<file path="src/rtl/uart_mem_loader_pkg.sv">
`default_nettype none
// ============================================================================
// Module   : uart_mem_loader_pkg
// Purpose  : Shared definitions for the UART program loader. Holds the
//            frame-parser state encoding, the default frame start marker and
//            a helper that sizes the length/count registers.
// Ports    : none (package)
// Revision : 1.0 - initial release
// ============================================================================
package uart_mem_loader_pkg;

  // Frame-parser states
  typedef enum logic [2:0] {
    ST_IDLE   = 3'd0,
    ST_LEN_LO = 3'd1,
    ST_LEN_HI = 3'd2,
    ST_DATA   = 3'd3,
    ST_CSUM   = 3'd4,
    ST_ERR    = 3'd5
  } state_e;

  localparam logic [7:0] DEFAULT_SYNC_BYTE = 8'hA5;

  // The length field on the wire is 16 bits. The register also has to hold
  // DEPTH itself, which needs ADDR_W+1 bits once that exceeds 16.
  function automatic int len_width(input int addr_w);
    return (addr_w + 1 > 16) ? addr_w + 1 : 16;
  endfunction

endpackage
`default_nettype wire

</file>
<file path="src/rtl/uart_mem_loader_rx_event_sync.sv">
`default_nettype none
// ============================================================================
// Module   : rx_event_sync
// Purpose  : Brings the receiver's asynchronous dataReady level into the clock
//            domain and turns each high period into a one-clock pulse.
// Ports    : clock     in  system clock
//            reset_n   in  asynchronous active-low reset
//            async_in  in  level from the other clock domain
//            pulse_out out one-clock pulse on each synchronised rising edge
// Revision : 1.0 - initial release
// ============================================================================
module rx_event_sync (
  input  logic clock,
  input  logic reset_n,
  input  logic async_in,
  output logic pulse_out
);

  logic meta_q, meta_d;
  logic sync_q, sync_d;
  logic prev_q, prev_d;

  always_comb begin
    meta_d = async_in;
    sync_d = meta_q;
    prev_d = sync_q;
  end

  always_ff @(posedge clock or negedge reset_n) begin
    if (!reset_n) begin
      meta_q <= 1'b0;
      sync_q <= 1'b0;
      prev_q <= 1'b0;
    end else begin
      meta_q <= meta_d;
      sync_q <= sync_d;
      prev_q <= prev_d;
    end
  end

  // Edge detect on the synchronised level: a long high period yields one pulse.
  assign pulse_out = sync_q & ~prev_q;

endmodule
`default_nettype wire

</file>
<file path="src/rtl/uart_mem_loader.sv">
`default_nettype none
// ============================================================================
// Module   : uart_mem_loader
// Purpose  : Parses framed program images arriving byte-by-byte from a UART
//            receiver (SYNC, LEN_LO, LEN_HI, payload, XOR checksum) and writes
//            the payload into memory through a byte-wide write port.
// Ports    : clock      in   system clock
//            reset_n    in   asynchronous active-low reset
//            rx_byte    in   received character, stable while rx_ready high
//            rx_ready   in   receiver dataReady level (asynchronous)
//            mem_we     out  one-clock memory write strobe
//            mem_addr   out  write address
//            mem_wdata  out  write data
//            busy       out  frame in progress
//            load_done  out  sticky: last frame loaded with good checksum
//            load_err   out  sticky: last frame failed
// Revision : 1.0 - initial release
// ============================================================================
module uart_mem_loader
  import uart_mem_loader_pkg::*;
#(
  parameter int         ADDR_W    = 8,
  parameter int         TIMEOUT   = 1000000,
  parameter logic [7:0] SYNC_BYTE = DEFAULT_SYNC_BYTE
) (
  input  logic              clock,
  input  logic              reset_n,
  input  logic [7:0]        rx_byte,
  input  logic              rx_ready,
  output logic              mem_we,
  output logic [ADDR_W-1:0] mem_addr,
  output logic [7:0]        mem_wdata,
  output logic              busy,
  output logic              load_done,
  output logic              load_err
);

  localparam int LEN_W = len_width(ADDR_W);
  localparam int TMO_W = $clog2(TIMEOUT + 1);

  localparam logic [LEN_W-1:0] DEPTH    = LEN_W'(1) << ADDR_W;
  localparam logic [TMO_W-1:0] TMO_LAST = TMO_W'(TIMEOUT - 1);

  logic byte_evt;

  rx_event_sync u_rx_event_sync (
    .clock     (clock),
    .reset_n   (reset_n),
    .async_in  (rx_ready),
    .pulse_out (byte_evt)
  );

  state_e              state_q,     state_d;
  logic [LEN_W-1:0]    len_q,       len_d;
  logic [LEN_W-1:0]    cnt_q,       cnt_d;
  logic [ADDR_W-1:0]   addr_q,      addr_d;
  logic [7:0]          csum_q,      csum_d;
  logic [TMO_W-1:0]    tmo_q,       tmo_d;
  logic                busy_q,      busy_d;
  logic                done_q,      done_d;
  logic                err_q,       err_d;
  logic                mem_we_q,    mem_we_d;
  logic [ADDR_W-1:0]   mem_addr_q,  mem_addr_d;
  logic [7:0]          mem_wdata_q, mem_wdata_d;

  logic [LEN_W-1:0]    len_full;
  logic [LEN_W-1:0]    cnt_next;

  always_comb begin
    state_d     = state_q;
    len_d       = len_q;
    cnt_d       = cnt_q;
    addr_d      = addr_q;
    csum_d      = csum_q;
    busy_d      = busy_q;
    done_d      = done_q;
    err_d       = err_q;
    mem_we_d    = 1'b0;
    mem_addr_d  = mem_addr_q;
    mem_wdata_d = mem_wdata_q;

    len_full = LEN_W'({rx_byte, len_q[7:0]});
    cnt_next = cnt_q + LEN_W'(1);

    // Inter-byte watchdog: idles at zero outside a frame, restarts on every byte.
    if (state_q == ST_IDLE || byte_evt) begin
      tmo_d = '0;
    end else begin
      tmo_d = tmo_q + TMO_W'(1);
    end

    case (state_q)
      ST_IDLE: begin
        if (byte_evt && rx_byte == SYNC_BYTE) begin
          state_d = ST_LEN_LO;
          busy_d  = 1'b1;
          done_d  = 1'b0;
          err_d   = 1'b0;
          len_d   = '0;
          cnt_d   = '0;
          addr_d  = '0;
          csum_d  = '0;
        end
      end

      ST_LEN_LO: begin
        if (byte_evt) begin
          len_d   = LEN_W'(rx_byte);
          state_d = ST_LEN_HI;
        end
      end

      ST_LEN_HI: begin
        if (byte_evt) begin
          len_d = len_full;
          if (len_full > DEPTH) begin
            state_d = ST_ERR;
          end else if (len_full == '0) begin
            // Empty image: the checksum byte must be the XOR of nothing (0).
            state_d = ST_CSUM;
          end else begin
            state_d = ST_DATA;
            addr_d  = '0;
            cnt_d   = '0;
            csum_d  = '0;
          end
        end
      end

      ST_DATA: begin
        if (byte_evt) begin
          mem_we_d    = 1'b1;
          mem_addr_d  = addr_q;
          mem_wdata_d = rx_byte;
          csum_d      = csum_q ^ rx_byte;
          // After the final byte of a DEPTH-long image this wraps to 0, but
          // the address is never used again before the next frame resets it.
          addr_d      = addr_q + ADDR_W'(1);
          cnt_d       = cnt_next;
          if (cnt_next == len_q) begin
            state_d = ST_CSUM;
          end
        end
      end

      ST_CSUM: begin
        if (byte_evt) begin
          if (rx_byte == csum_q) begin
            state_d = ST_IDLE;
            busy_d  = 1'b0;
            done_d  = 1'b1;
          end else begin
            state_d = ST_ERR;
          end
        end
      end

      ST_ERR: begin
        state_d = ST_IDLE;
        busy_d  = 1'b0;
        done_d  = 1'b0;
        err_d   = 1'b1;
      end

      default: begin
        state_d = ST_IDLE;
        busy_d  = 1'b0;
      end
    endcase

    // Timeout abort. A byte arriving on the same clock takes precedence,
    // which the !byte_evt term guarantees.
    if (state_q != ST_IDLE && state_q != ST_ERR && !byte_evt && tmo_q == TMO_LAST) begin
      state_d = ST_ERR;
      tmo_d   = '0;
    end
  end

  always_ff @(posedge clock or negedge reset_n) begin
    if (!reset_n) begin
      state_q     <= ST_IDLE;
      len_q       <= '0;
      cnt_q       <= '0;
      addr_q      <= '0;
      csum_q      <= '0;
      tmo_q       <= '0;
      busy_q      <= 1'b0;
      done_q      <= 1'b0;
      err_q       <= 1'b0;
      mem_we_q    <= 1'b0;
      mem_addr_q  <= '0;
      mem_wdata_q <= '0;
    end else begin
      state_q     <= state_d;
      len_q       <= len_d;
      cnt_q       <= cnt_d;
      addr_q      <= addr_d;
      csum_q      <= csum_d;
      tmo_q       <= tmo_d;
      busy_q      <= busy_d;
      done_q      <= done_d;
      err_q       <= err_d;
      mem_we_q    <= mem_we_d;
      mem_addr_q  <= mem_addr_d;
      mem_wdata_q <= mem_wdata_d;
    end
  end

  assign mem_we    = mem_we_q;
  assign mem_addr  = mem_addr_q;
  assign mem_wdata = mem_wdata_q;
  assign busy      = busy_q;
  assign load_done = done_q;
  assign load_err  = err_q;

endmodule
`default_nettype wire

</file>
<file path="config.mk">
export PLATFORM = sky130hd
export DESIGN_NAME = uart_mem_loader
export DESIGN_NICKNAME = d
export VERILOG_FILES = /design/src/rtl/uart_mem_loader_pkg.sv /design/src/rtl/uart_mem_loader_rx_event_sync.sv /design/src/rtl/uart_mem_loader.sv
export SDC_FILE = /design/constraint.sdc
export NUM_CORES = 1
export LEC_CHECK = 0
export CAP_MARGIN = 20
export CELL_PAD_IN_SITES_DETAIL_PLACEMENT = 1
export CELL_PAD_IN_SITES_GLOBAL_PLACEMENT = 1
export CORE_MARGIN = 3
export CORE_UTILIZATION = 49
export CTS_CLUSTER_DIAMETER = 150
export DETAILED_ROUTE_END_ITERATION = 6
export PLACE_DENSITY = 0.89
export REMOVE_ABC_BUFFERS = 1
export SKIP_LAST_GASP = 1
export SLEW_MARGIN = 30
export SYNTH_ARGS = -nofsm -noshare
export SYNTH_HDL_FRONTEND = slang
export SYNTH_SLANG_ARGS = --single-unit
</file>
<file path="constraint.sdc">
create_clock -name clock -period 6.9 [get_ports clock]
set_input_delay 1.035 -clock clock [delete_from_list [all_inputs] [get_ports clock]]
set_output_delay 1.035 -clock clock [all_outputs]
set_load 0.02 [all_outputs]
</file>
# Word-level counts from Yosys, hierarchy flattened
# Index checks and enable logic that the tools add are counted.
[op_classes]
n_addsub = 3
n_lt_le_gt_ge = 1
n_eq_ne = 24
n_mux = 41
bitwise = 5
reduce_logical = 23
[op_table]
columns = ["op", "n"]
rows = [
  ["$mux W16", 7],
  ["$pmux W16 S3", 2],
  ["$mux W8", 6],
  ["$pmux W8 S3", 2],
  ["$mux W20", 2],
  ["$mux W3", 10],
  ["$add A20 B1 Y20 const B", 1],
  ["$eq A20 B20 Y1 const B", 1],
  ["$ne A3 B3 Y1 const B", 6],
  ["$add A16 B1 Y16 const B", 1],
  ["$eq A16 B16 Y1", 1],
  ["$gt A16 B9 Y1 const B", 1],
  ["$logic_not A16 Y1", 1],
  ["$reduce_and A4 Y1", 4],
  ["$pmux W3 S5", 1],
  ["$ne A2 B2 Y1 const B", 7],
  ["$reduce_and A6 Y1", 2],
  ["$reduce_bool A3 Y1", 4],
  ["$add A8 B1 Y8 const B", 1],
  ["$eq A8 B8 Y1", 1],
  ["$eq A8 B8 Y1 const B", 1],
  ["$mux W1", 8],
  ["$xor A8 B8 Y8", 1],
  ["$eq A3 B2 Y1 const B", 2],
  ["15 further kinds", 24],
]
[word_totals]
regBits = 94
input_bits = 11
out_inout_bits = 20
wordCells = 113

# Longest topological paths before layout
[logic_depth]
word_depth = 7
depth_mapped = 8
mapped_depth_nobuf = 8

# By module
# A second synthesis with hierarchy kept.
[hier_totals]
hier_cells = 576
hier_area_um2 = 5068.6
[modules_own_cells]
columns = ["mod", "instances", "cells_per_inst", "area_each_um2", "seq_area_each_um2"]
rows = [
  ["uart_mem_loader", 1, 572, 4979.8, 2277.2],
  ["rx_event_sync", 1, 4, 88.8, 75.1],
]

# Least setup slack after synthesis
# OpenSTA, ideal clock, no wires.
[synth_path]
path_type = "input to register"
startpoint = "input port rx_byte[4]"
endpoint = "register cnt_q[4]"
setup_time_ns = 0.135
t_arrival_ns = 2.741
required_time_ns = 6.765
path_slack_ns = 4.024
path_stages = 8
n_path_buf = 1
path_cell_list = "or4_4 > nor4_4 > nand3b_1 > a21bo_1 > a211o_1 > buf_6 > o21ai_1 > o31ai_1"
[synth_between]
elab_chain_cells = 4
elab_cells_between_ends = 8
classes_between = "1 x order compare; 4 x eq/ne; 3 x reduce/logical"
[synth_rtl]
columns = ["element", "line_no", "text"]
rows = [
  ["from (decl)", "uart_mem_loader.sv:28", "input logic [7:0] rx_byte,"],
  ["branches (longest 3 deep; another with $gt A16 B9 Y1)", "-", ""],
  ["$reduce_and A6 Y1 (no line) (*)", "-", ""],
  ["to (signal assigned)", "uart_mem_loader.sv:196", "cnt_q <= cnt_d;"],
  ["to (decl)", "uart_mem_loader.sv:55", "logic [LEN_W-1:0] cnt_q, cnt_d;"],
]
# Mark *: on every way between the ends.
# A chain may end at the register's enable or synchronous reset.

# Worst setup path after layout
[layout_path]
startpoint = "input port rx_byte[4]"
endpoint = "register addr_q[7]"
[layout_between]
elab_chain_cells = 4
elab_cells_between_ends = 8
classes_between = "1 x order compare; 4 x eq/ne; 3 x reduce/logical"
[layout_rtl]
columns = ["element", "line_no", "text"]
rows = [
  ["branches (longest 3 deep; another with $gt A16 B9 Y1)", "-", ""],
  ["$reduce_and A6 Y1 (no line) (*)", "-", ""],
  ["to (signal assigned)", "uart_mem_loader.sv:197", "addr_q <= addr_d;"],
  ["to (decl)", "uart_mem_loader.sv:56", "logic [ADDR_W-1:0] addr_q, addr_d;"],
]
# Marked as above.

==> metrics.yaml <==
drt_pass1_iterations: 4
max_cap_violations: 0
std_cell_rows: 35
cts_buffer_depth: 2
highest_clock_rate_mhz: 278
detailroute.via_count: 4219
portBuffers: 30
cts-hold-fix-buffers: 0
totalNegativeSetupSlack_ns: 0
power_density_nw_per_um2: 405
timing.critical_path.from_type: "input pin"
critical_path.endpoint_type: "register"
worst-endpoint-arrival_ns: 3.83
post_synth_num_cell_types: 52
htree_levels: 3
io-pin-count: 31
clk_root_buffer_cell: "sky130_fd_sc_hd__clkbuf_8"
chipHeight_um: 106
timing_hold_violations_final: 0
grt_antenna_before_repair: 0
cts_post_setup_buffers_inserted: 0
layout-area-overhead-vs-synth_pct: 11.2
cts.repair.resized: 0
numCtsBuffers: 9
route.detailed.vias_per_inst: 5.98
worst_skew_late_latency_ns: 0.38
wl_met2_um: 6690
power.static_leakage_nw: 2.32
n_antenna_cell: 0
initial_utilization_pct: 51.8
async_reset_ff_share_pct: 100
ant_nets: 0
ys_ff_latch: 94
grt.overflow.total: 0
hpwlAfterDp_um: 8950
worst_slew_pin_slew_ns: 0.785
sequential_fraction_of_the_synthesis_area_pct: 47.8
clock_pin_transition_on_the_worst_setup_and_hold_timing_paths_ns: 0.09
postRouteWirelength_um: 13700
min_path_type: "reg2reg"
top_layer_used: "met4"
routed_wire_length_per_instance_um: 19.4
timing.slew.headroom_pct: 47.6
gp_congestion: 0.793
placeableCoreArea_um2: 9500
postSynthCellCount: 559
post-place-cells: 689
worst-path-max-fanout: 32
fin_worst_skew_ns: 0.0185
synth_edf_count: 0
first_global_vias: 4530
finalMaxSlewViolations: 0
die-width_um: 106
drc_errors: 0
final_period_minus_worst_setup_slack_ns: 3.60
final_worst_path_period_share_pct: 52.1
dominantRegCellSynth: "sky130_fd_sc_hd__dfrtp_1"
run_status: "finished, final reports clean"
grt_resource_usage_total_pct: 25.8
wl_met3_um: 637
detailedRoute.firstIterationViolations: 255
first_pass_grt_wire_length_um: 23300
post_synth_instance_area_um2: 4920
finish.cell_count_without_fillers: 705
syn_area_per_cell_um2: 8.80
number_of_nets_at_the_end_of_the_flow: 585
grt_start_max_net_pins: 82
cts.sink_count: 94
worstPathRequired_ns: 7.13
final_layout_size_suffix_gt1_share_pct: 4.86
worstSetupPathType: "in2reg"
worst_ir_drop_vdd_mv: 0.234
grt_setup_unrepaired: "no"
setup_viol: 0
synth_warnings: 0
design.die.area_um2: 11300
post_layout_utilization_of_the_core_pct: 57.6
drt-met1-wl_um: 6020
tritoncts: "done"
-- cells by family (layout without fill, tap and decap cells) --
logic type | Yosys count | after routing | synth area share [%]
compound gates | 115 | 115 | 13.8
xor+xnor | 45 | 45 | 8.01
fa+ha+maj | 3 | 3 | 0.763
buf+inv | 53 | 70 | 4.65
flops | 94 | 94 | 47.8
mux | 3 | 3 | 0.636
simple gates | 246 | 246 | 24.4
-- final cells by class --
cell class / instances / area, um^2
fillers: 1121 / 4030
flip-flops and latches: 94 / 2350
multi-input cells: 412 / 2350
repair buffers: 33 / 324
well taps: 129 / 161
clock buffers: 11 / 141
inverters: 21 / 78.8
clock inverters: 5 / 65.1
-- through the flow --
stage	total power, mW	area, um^2	setup WS (ns)	hold slack, ns
after global placement	1.72	5260	2.90	0.332
after global routing	2.37	5470	3.17	0.377
final	2.21	5470	3.30	0.373
after floorplan	1.47	4770	3.85	0.331
after detailed placement	1.80	5260	3.03	0.355
after CTS	2.22	5470	3.35	0.377
-- critical path, stage by stage --
cell and delay, ns:
sky130_fd_sc_hd__clkdlybuf4s50_1 0.59, sky130_fd_sc_hd__or4_4 0.65, sky130_fd_sc_hd__nor4_4 0.16, sky130_fd_sc_hd__nand3b_1 0.15, sky130_fd_sc_hd__a21bo_1 0.22, sky130_fd_sc_hd__a211o_2 0.60, sky130_fd_sc_hd__o21ai_1 0.29, sky130_fd_sc_hd__o31ai_1 0.11
-- worst paths after layout --
check / start / endpoint / slack, ns / depth (start not counted)
setup / recovery: rx_byte[4] / addr_q[7] / 3.30 / 8
hold / removal: u_rx_event_sync.meta_q / u_rx_event_sync.prev_d / 0.37 / 0
setup reg to reg: u_rx_event_sync.prev_q / csum_q[4] / 3.85 / 7
hold reg to reg: u_rx_event_sync.meta_q / u_rx_event_sync.prev_d / 0.37 / 0
max in group asynchronous: reset_n / len_q[10] / 5.42 / 2
min in group asynchronous: reset_n / cnt_q[6] / 0.51 / 1
-- synth_stat cells, drive strengths merged, types with 4 or more instances --
library cell  instances  area [um^2]
a21oi                 7         35.0
a31oi                 6         37.5
and3                 11         68.8
buf                   7         55.1
clkbuf               25         95.1
dfrtp                94         2350
inv                  21         78.8
nand2                80          300
nand2b                4         25.0
nand3                33          165
nand4                18          113
nor2                 57          214
nor2b                10         62.6
nor3                  8         40.0
nor4                  6         65.1
o21ai                73          365
o31ai                 6         45.0
xnor2                26          228
xor2                 19          166
-- per-layer routing --
metal  global-route usage [%]  vias to the layer above
li1                         -                     1949
met1                     33.7                     2130
met3                     5.77                       33
met4                     8.97                        0
met2                     42.4                      107
met5                        0                        -
-- state kept, by name (all words and copies together) (netlist names) --
register / count
tmo_q: 20
cnt_q: 16
len_q: 16
addr_q: 8
csum_q: 8
mem_addr: 8
mem_wdata: 8
state_q: 3
busy: 1
load_done: 1
load_err: 1
mem_we: 1
u_rx_event_sync.meta_q: 1
u_rx_event_sync.prev_d: 1
u_rx_event_sync.prev_q: 1
-- cells in the final DEF, fill, tap and decap left out, types with 3 or more instances in the layout --
master / count
sky130_fd_sc_hd__a31oi_1: 6
sky130_fd_sc_hd__o41ai_1: 3
sky130_fd_sc_hd__xor2_1: 19
sky130_fd_sc_hd__o31ai_1: 6
sky130_fd_sc_hd__nor3_1: 8
sky130_fd_sc_hd__nand2_1: 80
sky130_fd_sc_hd__nand2b_1: 4
sky130_fd_sc_hd__xnor2_1: 26
sky130_fd_sc_hd__clkbuf_8: 10
sky130_fd_sc_hd__dfrtp_1: 94
sky130_fd_sc_hd__o21ai_0: 27
sky130_fd_sc_hd__ha_1: 3
sky130_fd_sc_hd__nand4_1: 18
sky130_fd_sc_hd__clkdlybuf4s50_1: 29
sky130_fd_sc_hd__nor2_1: 57
sky130_fd_sc_hd__and2_1: 3
sky130_fd_sc_hd__a22o_1: 3
sky130_fd_sc_hd__nor2b_1: 9
sky130_fd_sc_hd__inv_1: 21
sky130_fd_sc_hd__nand3_1: 32
sky130_fd_sc_hd__or3_1: 3
sky130_fd_sc_hd__a21oi_1: 7
sky130_fd_sc_hd__and3_1: 11
sky130_fd_sc_hd__nor3b_1: 3
sky130_fd_sc_hd__buf_4: 3
sky130_fd_sc_hd__a211oi_1: 3
sky130_fd_sc_hd__nor4_1: 3
sky130_fd_sc_hd__o21ai_1: 46
-- power by group --
group / internal [mW] / total [mW] / switching [mW]
logic: 0.361 / 0.827 / 0.466
clock network: 0.182 / 0.391 / 0.210
registers: 0.740 / 0.996 / 0.257
Note: power is estimated with default switching activity, not from simulation.
